**config.mk**
```make
export PLATFORM = sky130hd
export DESIGN_NAME = npu_host_ctrl_flat
export DESIGN_NICKNAME = d
export VERILOG_FILES = /design/src/rtl/npu_host_ctrl_if.sv /design/src/rtl/npu_host_ctrl.sv /design/src/flat_wrapper.sv
export SDC_FILE = /design/constraint.sdc
export NUM_CORES = 1
export LEC_CHECK = 0
export ABC_AREA = 0
export BUFFER_PORTS_ARGS = -buffer_cell sky130_fd_sc_hd__buf_2
export CORE_ASPECT_RATIO = 0.9
export CORE_MARGIN = 3
export CORE_UTILIZATION = 35
export DETAILED_ROUTE_END_ITERATION = 12
export SYNTH_ARGS = -nofsm -noshare
export SYNTH_HDL_FRONTEND = slang
export SYNTH_SLANG_ARGS = --single-unit
```
**constraint.sdc**
```tcl
create_clock -name clk -period 11.05 [get_ports clk]
set_input_delay 2.21 -clock clk [delete_from_list [all_inputs] [get_ports clk]]
set_output_delay 2.21 -clock clk [all_outputs]
set_load 0.05 [all_outputs]
```
**src/rtl/npu_host_ctrl_if.sv**
```systemverilog
// Host access bus (block-RAM style enable/strobe/address/data) for npu_host_ctrl.
interface npu_host_ctrl_if #(
   parameter int BW = 32
);
   logic          ena;
   logic          wea;
   logic [15:0]   addra;
   logic [BW-1:0] dina;
   logic [BW-1:0] douta;

   modport master (output ena, wea, addra, dina, input douta);
   modport slave  (input ena, wea, addra, dina, output douta);
endinterface

```
**src/rtl/npu_host_ctrl.sv**
```systemverilog
// Host-side controller for the NPU: register map, FC1 weight FIFO and the
// IDLE -> CONV -> FCN run sequencer with status flags and interrupt.
module npu_host_ctrl #(
   parameter int  NUM_PE   = 4,
   parameter int  WF_DEPTH = 8,
   parameter int  ACC_W    = 24,
   localparam int BW       = 8 * NUM_PE
) (
   input  logic             clk,
   input  logic             rst,
   npu_host_ctrl_if.slave   host,
   output logic             conv_start,
   input  logic             conv_done,
   output logic             fcn_start,
   input  logic             fcn_done,
   input  logic [ACC_W-1:0] fcn_logit,
   output logic [BW-1:0]    fc1_w,
   output logic             fc1_w_valid,
   input  logic             fc1_w_ready,
   output logic             irq
);

   localparam int            PW       = $clog2(WF_DEPTH);
   localparam int            LW       = PW + 1;
   localparam logic [LW-1:0] FULL_LVL = LW'(WF_DEPTH);

   typedef enum logic [1:0] {
      ST_IDLE = 2'd0,
      ST_CONV = 2'd1,
      ST_FCN  = 2'd2
   } state_t;

   state_t           r_state;
   logic [BW-1:0]    r_mem [WF_DEPTH];
   logic [PW-1:0]    r_wr_ptr;
   logic [PW-1:0]    r_rd_ptr;
   logic [LW-1:0]    r_level;
   logic             r_done;
   logic             r_ovf;
   logic             r_udf;
   logic             r_bsy;
   logic             r_irq_en;
   logic [ACC_W-1:0] r_result;
   logic             r_conv_start;
   logic             r_fcn_start;

   logic [2:0]       w_sel;
   logic [11:0]      w_idx;
   logic             w_unused;
   logic             w_wr;
   logic             w_rd;
   logic             w_ctl;
   logic             w_start;
   logic             w_w1c;
   logic             w_abort;
   logic             w_irqen_wr;
   logic [3:0]       w_clr;
   logic             w_empty;
   logic             w_full;
   logic             w_in_fcn;
   logic             w_valid;
   logic             w_pop;
   logic             w_push_req;
   logic             w_push;
   logic             w_ovf_set;
   logic             w_udf_set;
   logic             w_bsy_set;
   logic             w_start_ok;
   logic             w_conv_ev;
   logic             w_done_ev;
   logic [BW-1:0]    w_res_ext;
   logic [BW-1:0]    w_douta;

   assign w_sel      = host.addra[14:12];
   assign w_idx      = host.addra[11:0];
   assign w_unused   = host.addra[15];
   assign w_wr       = host.ena & host.wea;
   assign w_rd       = host.ena & ~host.wea;
   assign w_ctl      = w_wr & (w_sel == 3'b101);
   assign w_start    = w_ctl & (w_idx == 12'd1);
   assign w_w1c      = w_ctl & (w_idx == 12'd2);
   assign w_abort    = w_ctl & (w_idx == 12'd3);
   assign w_irqen_wr = w_ctl & (w_idx == 12'd4);
   assign w_clr      = w_w1c ? host.dina[3:0] : 4'b0000;

   assign w_empty    = (r_level == {LW{1'b0}});
   assign w_full     = (r_level == FULL_LVL);
   assign w_in_fcn   = (r_state == ST_FCN);
   assign w_valid    = ~w_empty & w_in_fcn;
   // A full FIFO still accepts a push when the head leaves in the same cycle.
   assign w_pop      = w_valid & fc1_w_ready & ~w_abort;
   assign w_push_req = w_wr & (w_sel == 3'b011) & ~w_abort;
   assign w_push     = w_push_req & (~w_full | w_pop);
   assign w_ovf_set  = w_push_req & w_full & ~w_pop;
   assign w_udf_set  = w_in_fcn & w_empty & fc1_w_ready;
   assign w_bsy_set  = w_start & (r_state != ST_IDLE);
   assign w_start_ok = w_start & (r_state == ST_IDLE);
   assign w_conv_ev  = conv_done & (r_state == ST_CONV) & ~w_abort;
   assign w_done_ev  = fcn_done & w_in_fcn & ~w_abort;
   assign w_res_ext  = BW'($signed(r_result));

   // Host read-back mux; everything outside the status window reads as zero.
   always_comb begin
      w_douta = {BW{1'b0}};
      if (w_rd && (w_sel == 3'b111)) begin
         case (w_idx)
            12'd0:   w_douta = BW'(r_done);
            12'd4:   w_douta = w_res_ext;
            12'd8:   w_douta = BW'(r_level);
            12'd12:  w_douta = BW'({r_bsy, r_udf, r_ovf});
            12'd16:  w_douta = BW'(r_state);
            12'd20:  w_douta = BW'(r_irq_en);
            default: w_douta = {BW{1'b0}};
         endcase
      end else begin
         w_douta = {BW{1'b0}};
      end
   end

   // Weight FIFO storage, pointers and fill level; abort flushes it.
   always_ff @(posedge clk or posedge rst) begin
      if (rst) begin
         for (int i = 0; i < WF_DEPTH; i++) begin
            r_mem[i] <= {BW{1'b0}};
         end
         r_wr_ptr <= {PW{1'b0}};
         r_rd_ptr <= {PW{1'b0}};
         r_level  <= {LW{1'b0}};
      end else if (w_abort) begin
         r_wr_ptr <= {PW{1'b0}};
         r_rd_ptr <= {PW{1'b0}};
         r_level  <= {LW{1'b0}};
      end else begin
         if (w_push) begin
            r_mem[r_wr_ptr] <= host.dina;
            r_wr_ptr        <= r_wr_ptr + PW'(1);
         end
         if (w_pop) begin
            r_rd_ptr <= r_rd_ptr + PW'(1);
         end
         case ({w_push, w_pop})
            2'b10:   r_level <= r_level + LW'(1);
            2'b01:   r_level <= r_level - LW'(1);
            default: r_level <= r_level;
         endcase
      end
   end

   // Run sequencer with registered start pulses and result capture.
   always_ff @(posedge clk or posedge rst) begin
      if (rst) begin
         r_state      <= ST_IDLE;
         r_conv_start <= 1'b0;
         r_fcn_start  <= 1'b0;
         r_result     <= {ACC_W{1'b0}};
      end else begin
         r_conv_start <= 1'b0;
         r_fcn_start  <= 1'b0;
         if (w_abort) begin
            r_state <= ST_IDLE;
         end else begin
            case (r_state)
               ST_IDLE: begin
                  if (w_start_ok) begin
                     r_state      <= ST_CONV;
                     r_conv_start <= 1'b1;
                  end
               end
               ST_CONV: begin
                  if (w_conv_ev) begin
                     r_state     <= ST_FCN;
                     r_fcn_start <= 1'b1;
                  end
               end
               ST_FCN: begin
                  if (w_done_ev) begin
                     r_state  <= ST_IDLE;
                     r_result <= fcn_logit;
                  end
               end
               default: r_state <= ST_IDLE;
            endcase
         end
      end
   end

   // Sticky status flags; a host clear beats a same-cycle set.
   always_ff @(posedge clk or posedge rst) begin
      if (rst) begin
         r_ovf    <= 1'b0;
         r_udf    <= 1'b0;
         r_bsy    <= 1'b0;
         r_done   <= 1'b0;
         r_irq_en <= 1'b0;
      end else begin
         r_ovf <= (r_ovf | w_ovf_set) & ~w_clr[0];
         r_udf <= (r_udf | w_udf_set) & ~w_clr[1];
         r_bsy <= (r_bsy | w_bsy_set) & ~w_clr[2];
         if (w_clr[3]) begin
            r_done <= 1'b0;
         end else if (w_done_ev) begin
            r_done <= 1'b1;
         end else if (w_start_ok) begin
            r_done <= 1'b0;
         end else begin
            r_done <= r_done;
         end
         if (w_irqen_wr) begin
            r_irq_en <= host.dina[0];
         end
      end
   end

   assign host.douta  = w_douta;
   assign conv_start  = r_conv_start;
   assign fcn_start   = r_fcn_start;
   assign fc1_w       = w_empty ? {BW{1'b0}} : r_mem[r_rd_ptr];
   assign fc1_w_valid = w_valid;
   assign irq         = r_done & r_irq_en;

endmodule

```
**src/flat_wrapper.sv**
```systemverilog
// flat-port wrapper written by rule: the top's interface ports become plain ports
module npu_host_ctrl_flat 
#(
   parameter int  NUM_PE   = 4,
   parameter int  WF_DEPTH = 8,
   parameter int  ACC_W    = 24,
   localparam int BW       = 8 * NUM_PE
)
  (clk, rst, conv_start, conv_done, fcn_start, fcn_done, fcn_logit, fc1_w, fc1_w_valid, fc1_w_ready, irq, host_ena, host_wea, host_addra, host_dina, host_douta);
  npu_host_ctrl_if host_i ();
  input  logic clk;
  input  logic rst;
  output logic conv_start;
  input  logic conv_done;
  output logic fcn_start;
  input  logic fcn_done;
  input  logic [ACC_W-1:0] fcn_logit;
  output logic [BW-1:0] fc1_w;
  output logic fc1_w_valid;
  input  logic fc1_w_ready;
  output logic irq;
  input wire logic [$bits(host_i.ena)-1:0] host_ena;
  input wire logic [$bits(host_i.wea)-1:0] host_wea;
  input wire logic [$bits(host_i.addra)-1:0] host_addra;
  input wire logic [$bits(host_i.dina)-1:0] host_dina;
  output wire logic [$bits(host_i.douta)-1:0] host_douta;
  assign host_i.ena = host_ena;
  assign host_i.wea = host_wea;
  assign host_i.addra = host_addra;
  assign host_i.dina = host_dina;
  assign host_douta = host_i.douta;
  npu_host_ctrl #(.NUM_PE(NUM_PE), .WF_DEPTH(WF_DEPTH), .ACC_W(ACC_W)) u_core (.clk(clk), .rst(rst), .host(host_i), .conv_start(conv_start), .conv_done(conv_done), .fcn_start(fcn_start), .fcn_done(fcn_done), .fcn_logit(fcn_logit), .fc1_w(fc1_w), .fc1_w_valid(fc1_w_valid), .fc1_w_ready(fc1_w_ready), .irq(irq));
endmodule
```
== Yosys cells after proc, flatten, opt, wreduce, memory -nomap -nowiden ==
Index checks and enable logic that the tools add are counted.

* Flip-flop bits (word level): 299
* Bits of input ports: 79
* Output and inout port bits: 68
* Logic and storage cells: 130

* Add/subtract/negate cells: 4
* Magnitude comparators: 3
* Equal/unequal tests: 19
* Muxes and demuxes: 30
* Bitwise gates (word level): 41
* Reductions and logical operators: 13

{| class="wikitable"
|+ Operators by type and width
! kind !! number
|-
| $bwmux 256 || 1
|-
| $pmux 32 s6 || 1
|-
| $mux 32 || 5
|-
| $bmux 32 s3 || 1
|-
| $demux 32 s3 || 1
|-
| $and 1x1->1 || 27
|-
| $eq 12x2->1 const B || 2
|-
| $eq 12x4->1 const B || 2
|-
| $eq 12x5->1 const B || 2
|-
| $eq 12x1->1 const B || 1
|-
| $eq 12x3->1 const B || 1
|-
| $logic_not 12->1 || 1
|-
| $mux 3 || 4
|-
| $mux 1 || 9
|-
| $ge 4x4->1 const B || 2
|-
| $mux 2 || 4
|-
| $mux 4 || 2
|-
| $not 1->1 || 8
|-
| $not 3->4 || 2
|-
| $pmux 4 s2 || 1
|-
| $add 3x1->3 const B || 2
|-
| $eq 3x3->1 const B || 2
|-
| $ne 3x1->1 const B || 2
|-
| $pmux 2 s3 || 1
|-
| 16 further kinds || 26
|}

== Longest topological paths before layout ==
* Word-level depth: 10
* Mapped depth: 14
* Depth with buffers taken out: 11

== Worst setup path before layout ==
Ideal clock, no wire load.

* Path type: input-to-output
* From: input host_addra[9]
* To: output host_douta[24]
* Arrival: 4168 ps
* Required time: 8840 ps
* Slack: 4672 ps
* Cell stages on the path: 6
* Path buffers: 2
* Cell sequence: nor4_1 > nand3_1 > nor4bb_1 > clkbuf_1 > and2_1 > buf_4

* Longest elaborated chain between the ends: 3
* Elaborated cells between the ends (all ways): 8
* Those cells by class: eq/ne: 5; mux: 2; reduce/logical: 1

{| class="wikitable"
|+ Ends and longest elaborated chain
! what !! line !! source
|-
| start, declared || flat_wrapper.sv:24 || <nowiki>input wire logic [$bits(host_i.addra)-1:0] host_addra;</nowiki>
|-
| $eq 12x5->1, or another cell as far along || npu_host_ctrl.sv:106 || <nowiki>case (w_idx)</nowiki>
|-
| $pmux 32 s6 * || npu_host_ctrl.sv:106 ||
|-
| $mux 32 * || npu_host_ctrl.sv:105 || <nowiki>if (w_rd && (w_sel == 3'b111)) begin</nowiki>
|-
| end, declared || flat_wrapper.sv:26 || <nowiki>output wire logic [$bits(host_i.douta)-1:0] host_douta;</nowiki>
|}

Every way passes the cells marked *; elsewhere a longest branch is shown, timed or not.

== Final worst setup path ==
* From: input host_addra[9]
* To: output host_douta[27]

Same word-level chain as after synthesis.

==> results.txt <==
TritonCTS built the clock tree. The overall die area is 0.0426 mm2. The area added between synthesis and finish came out at 16.1%. In this design, the largest share of critical-path delay is due to simple AND/OR/NAND/NOR gates. The chip height is around 200 um. The max-slew violation count is 0. The number of maximum-capacitance constraint violations is 0. The logic depth of the worst register-to-register path is 9. Walking the worst path, the cells encountered are buf_2 > nor4_1 > nand3_1 > nor4bb_2 > buf_4 > and2_1 > buf_2. The final weighted congestion in routability-driven placement is 0.689. The maximum single-stage delay on the critical path came out at ~460 ps. The flow ran to the end, and the final reports show no timing, DRC or antenna violations. The count of state elements after synthesis came out at ~300.

The number of failing setup endpoints in the final timing report is 0. The proportion of netlist area held by the largest area contributor came out at 53.2%. The insertion delay of the later-clocked pin in the worst-skew pair is between 500 and 600 ps. The via count of the first global-routing pass came out at between 8000 and 9000. The worst-case register-to-register setup slack is 7970 ps. The global router's overall resource usage came out at 15.5%. The pin count of the biggest net entering global routing came out at 198.

The number of search-and-repair iterations in the first detailed-routing pass is 4. The worst hold path begins at u_core.r_result[18]. The number of synthesis warnings is 0.

The clock drives 299 sinks. The first-pass GRT wire length came out at 52100 um. The actual slew at the worst max-slew pin came out at 1160 ps. The total DRC errors in the routed layout came out at 0. The number of setup buffers added after CTS is 0. The cell type with the highest occurrence count on the critical path is sky130_fd_sc_hd__buf_2.

The root buffer selected by CTS is sky130_fd_sc_hd__clkbuf_16. The power density over the cells came out at 199 mW/mm2. The leakage power total is about 7.9 nW. The placeable core region is approximately 0.04 mm2.

The TritonCTS buffer count is 34. The data arrival at the endpoint of the critical path came out at 4050 ps. The worst setup path is launched from a primary input. The clock tree buffer depth is 3. The total power after layout came out at 3.24 mW. The most common cell after layout, fill and taps aside is sky130_fd_sc_hd__dfrtp_1. The count of non-filler cells in the finished layout came out at 1601.

The tightest slew margin relative to the limit is 22.9%. Counting tap cells, the placed design contains a total of 1540 instances. The total overflow reported by the global router came out at 0. The count of buffering cells on the critical path with inverters included is 3.

The total detailed-routing wirelength is 32400 um. STA classifies the critical path endpoint as an output port. The worst hold path class is flip-flop to flip-flop.

After detailed routing, the average wire length per cell comes to 20.3 um. The final clock period utilization by the worst path is between 50% and 60%. The mean instance size in the synthesized netlist came out at 15.1 um2. The synthesized netlist net count is 1013. The H-tree depth is 2. The number of top-level pins came out at roughly 150. After routing the design area is 0.0163 mm2. The share of flip-flops with an asynchronous set or reset is 100%.

Setup repair after global routing left no endpoint under its margin. The number of endpoints with negative hold slack in the final report is 0. The chip width came out at 217 um.

The half-perimeter wire length after placement came out at around 19000 um. The number of antenna-violating nets in the routed design came out at 0. The highest clock rate is 0.160 GHz.

The number of nets in the layout came out at 1136. On the final layout, the worst clock skew is approximately 26 ps. The path type of the worst setup path is primary input to output port.

The routed layout has 8142 vias. The endpoint required time on the critical path is just under 9000 ps. The endpoint of the worst register-to-register path is u_core.r_level[3]. The post-synthesis sequential area ratio is 53.2%. Synthesis instantiated 55 different standard cells from the library.

The top cell types in the final layout, fill and taps aside, are sky130_fd_sc_hd__dfrtp_1 (296), sky130_fd_sc_hd__mux2_2 (250), sky130_fd_sc_hd__buf_2 (145), sky130_fd_sc_hd__mux4_2 (64), sky130_fd_sc_hd__nor2_1 (50). The worst hold path terminates at u_core.r_result[18]. Yosys mapped a number of flops with a built-in enable equal to 0. The depth of the worst hold-timing path is 1. The number of gates given a new drive strength after cts is 0. The count of input and output buffers came out at around 150. In the final timing run, aggregate negative setup slack is 0 ps. Once layout is complete, the utilization of the core stands at 41.9%. For this run, the leading register cell type out of synthesis is sky130_fd_sc_hd__dfrtp_1. The CTS clock-pin slew for the worst setup and hold paths came out at 50 ps. The peak supply drop is 0.137 mV. The startpoint of the worst-slack reg-to-reg timing path is u_core.r_level[1]. The initialized floorplan defines 68 standard-cell rows.

The initial utilization of the core area, before any placement, comes to a little over a third. The post-synthesis instance area is 0.0141 mm2. The starting DRC count in detailed routing came out at 479.

Counting I/O delays and the setup requirement, the final critical path takes 6260 ps. The cell with the biggest individual delay on the critical path is sky130_fd_sc_hd__nor4_1. The cell area after placement came out at ~0.015 mm2. The largest fanout of any net on the critical path is 20. The dominant cell type by area after synthesis is sky130_fd_sc_hd__dfrtp_1. Ranked by total cell area, the synthesized netlist is headed by sky130_fd_sc_hd__dfrtp_1 (53%), sky130_fd_sc_hd__mux2_2 (20%), sky130_fd_sc_hd__mux4_2 (10%). The initial antenna violation count came out at 4. Hold repair after CTS inserted 0 buffers. The average vias per placed instance came out at 5.09. The share of post-route cells with drive strength above 1 is 52.8%. The number of standard cells after synthesis is 928.
-- power by group --
part	total, mW	switching [mW]	internal [mW]
Combinational	0.742	0.440	0.302
Sequential	1.35	0.0984	1.25
Clock	1.15	0.447	0.701
Total	3.24	0.986	2.26
-- through the flow --
stage / hold slack (ps) / setup slack [ps]
floorplan: 459 / 579
global placement: 476 / 4850
detailed placement: 479 / 4780
CTS: 498 / 4770
global route: 511 / 4560
finish: 496 / 4790
-- state kept, by name, summed over array words and instances (netlist names) --
signal,cells
u_core.r_rd_ptr,3
u_core.r_state,2
u_core.r_done,1
u_core.r_level,4
u_core.r_result,24
u_core.fcn_start,1
u_core.r_wr_ptr,3
u_core.r_ovf,1
u_core.r_irq_en,1
u_core.r_udf,1
u_core.conv_start,1
u_core.r_bsy,1
u_core.r_mem,256
-- logic make-up (layout without fill, tap and decap cells) --
kind of cell | count (synthesis) | in the layout | share of synthesized area (%)
compound gates | 34 | 34 | 1.75
xor+xnor | 6 | 6 | 0.374
fa+ha+maj | 6 | 6 | 0.534
buf+inv | 79 | 226 | 3.17
flops | 299 | 299 | 53.2
mux | 383 | 383 | 36.3
other cells | 0 | 1 | 0
simple gates | 121 | 121 | 4.64
-- area by class of cell --
cell class / instances / area [um2]
clock buffers: 52 / 1010
flip-flops and latches: 299 / 7490
multi-input cells: 550 / 6150
diodes: 1 / 2.50
inverters: 6 / 32.5
clock inverters: 8 / 123
repair buffers: 160 / 851
well taps: 525 / 657
fillers: 3649 / 22600
-- cell usage after synthesis (9+ instances only) --
| library cell | number |
|---|---|
| sky130_fd_sc_hd__and2_1 | 22 |
| sky130_fd_sc_hd__buf_2 | 23 |
| sky130_fd_sc_hd__buf_4 | 9 |
| sky130_fd_sc_hd__buf_6 | 11 |
| sky130_fd_sc_hd__clkbuf_1 | 24 |
| sky130_fd_sc_hd__dfrtp_1 | 299 |
| sky130_fd_sc_hd__mux2_2 | 250 |
| sky130_fd_sc_hd__mux2_4 | 30 |
| sky130_fd_sc_hd__mux2i_1 | 37 |
| sky130_fd_sc_hd__mux4_2 | 64 |
| sky130_fd_sc_hd__nand2_1 | 10 |
| sky130_fd_sc_hd__nor2_1 | 50 |
-- layer usage --
metal  vias to the layer above  routed length, um  global-route usage, %
met5                         -                 39                      0
met4                         6                548                   3.67
met3                        50               1380                   2.97
met2                       147              15600                   25.7
met1                      4276              14900                   21.3
li1                       3663                  -                      -
-- worst max path at each step --
stage / start / endpoint / slack, ps / cells past startpoint
floorplan: rst / u_core.conv_start / 580 / 1
global placement: host_addra[9] / host_douta[28] / 4850 / 7
detailed placement: host_addra[9] / host_douta[27] / 4780 / 7
CTS: host_addra[9] / host_douta[27] / 4770 / 7
global route: host_addra[9] / host_douta[26] / 4560 / 7
finish: host_addra[9] / host_douta[27] / 4790 / 7
Power figures use the tool's default switching activity.
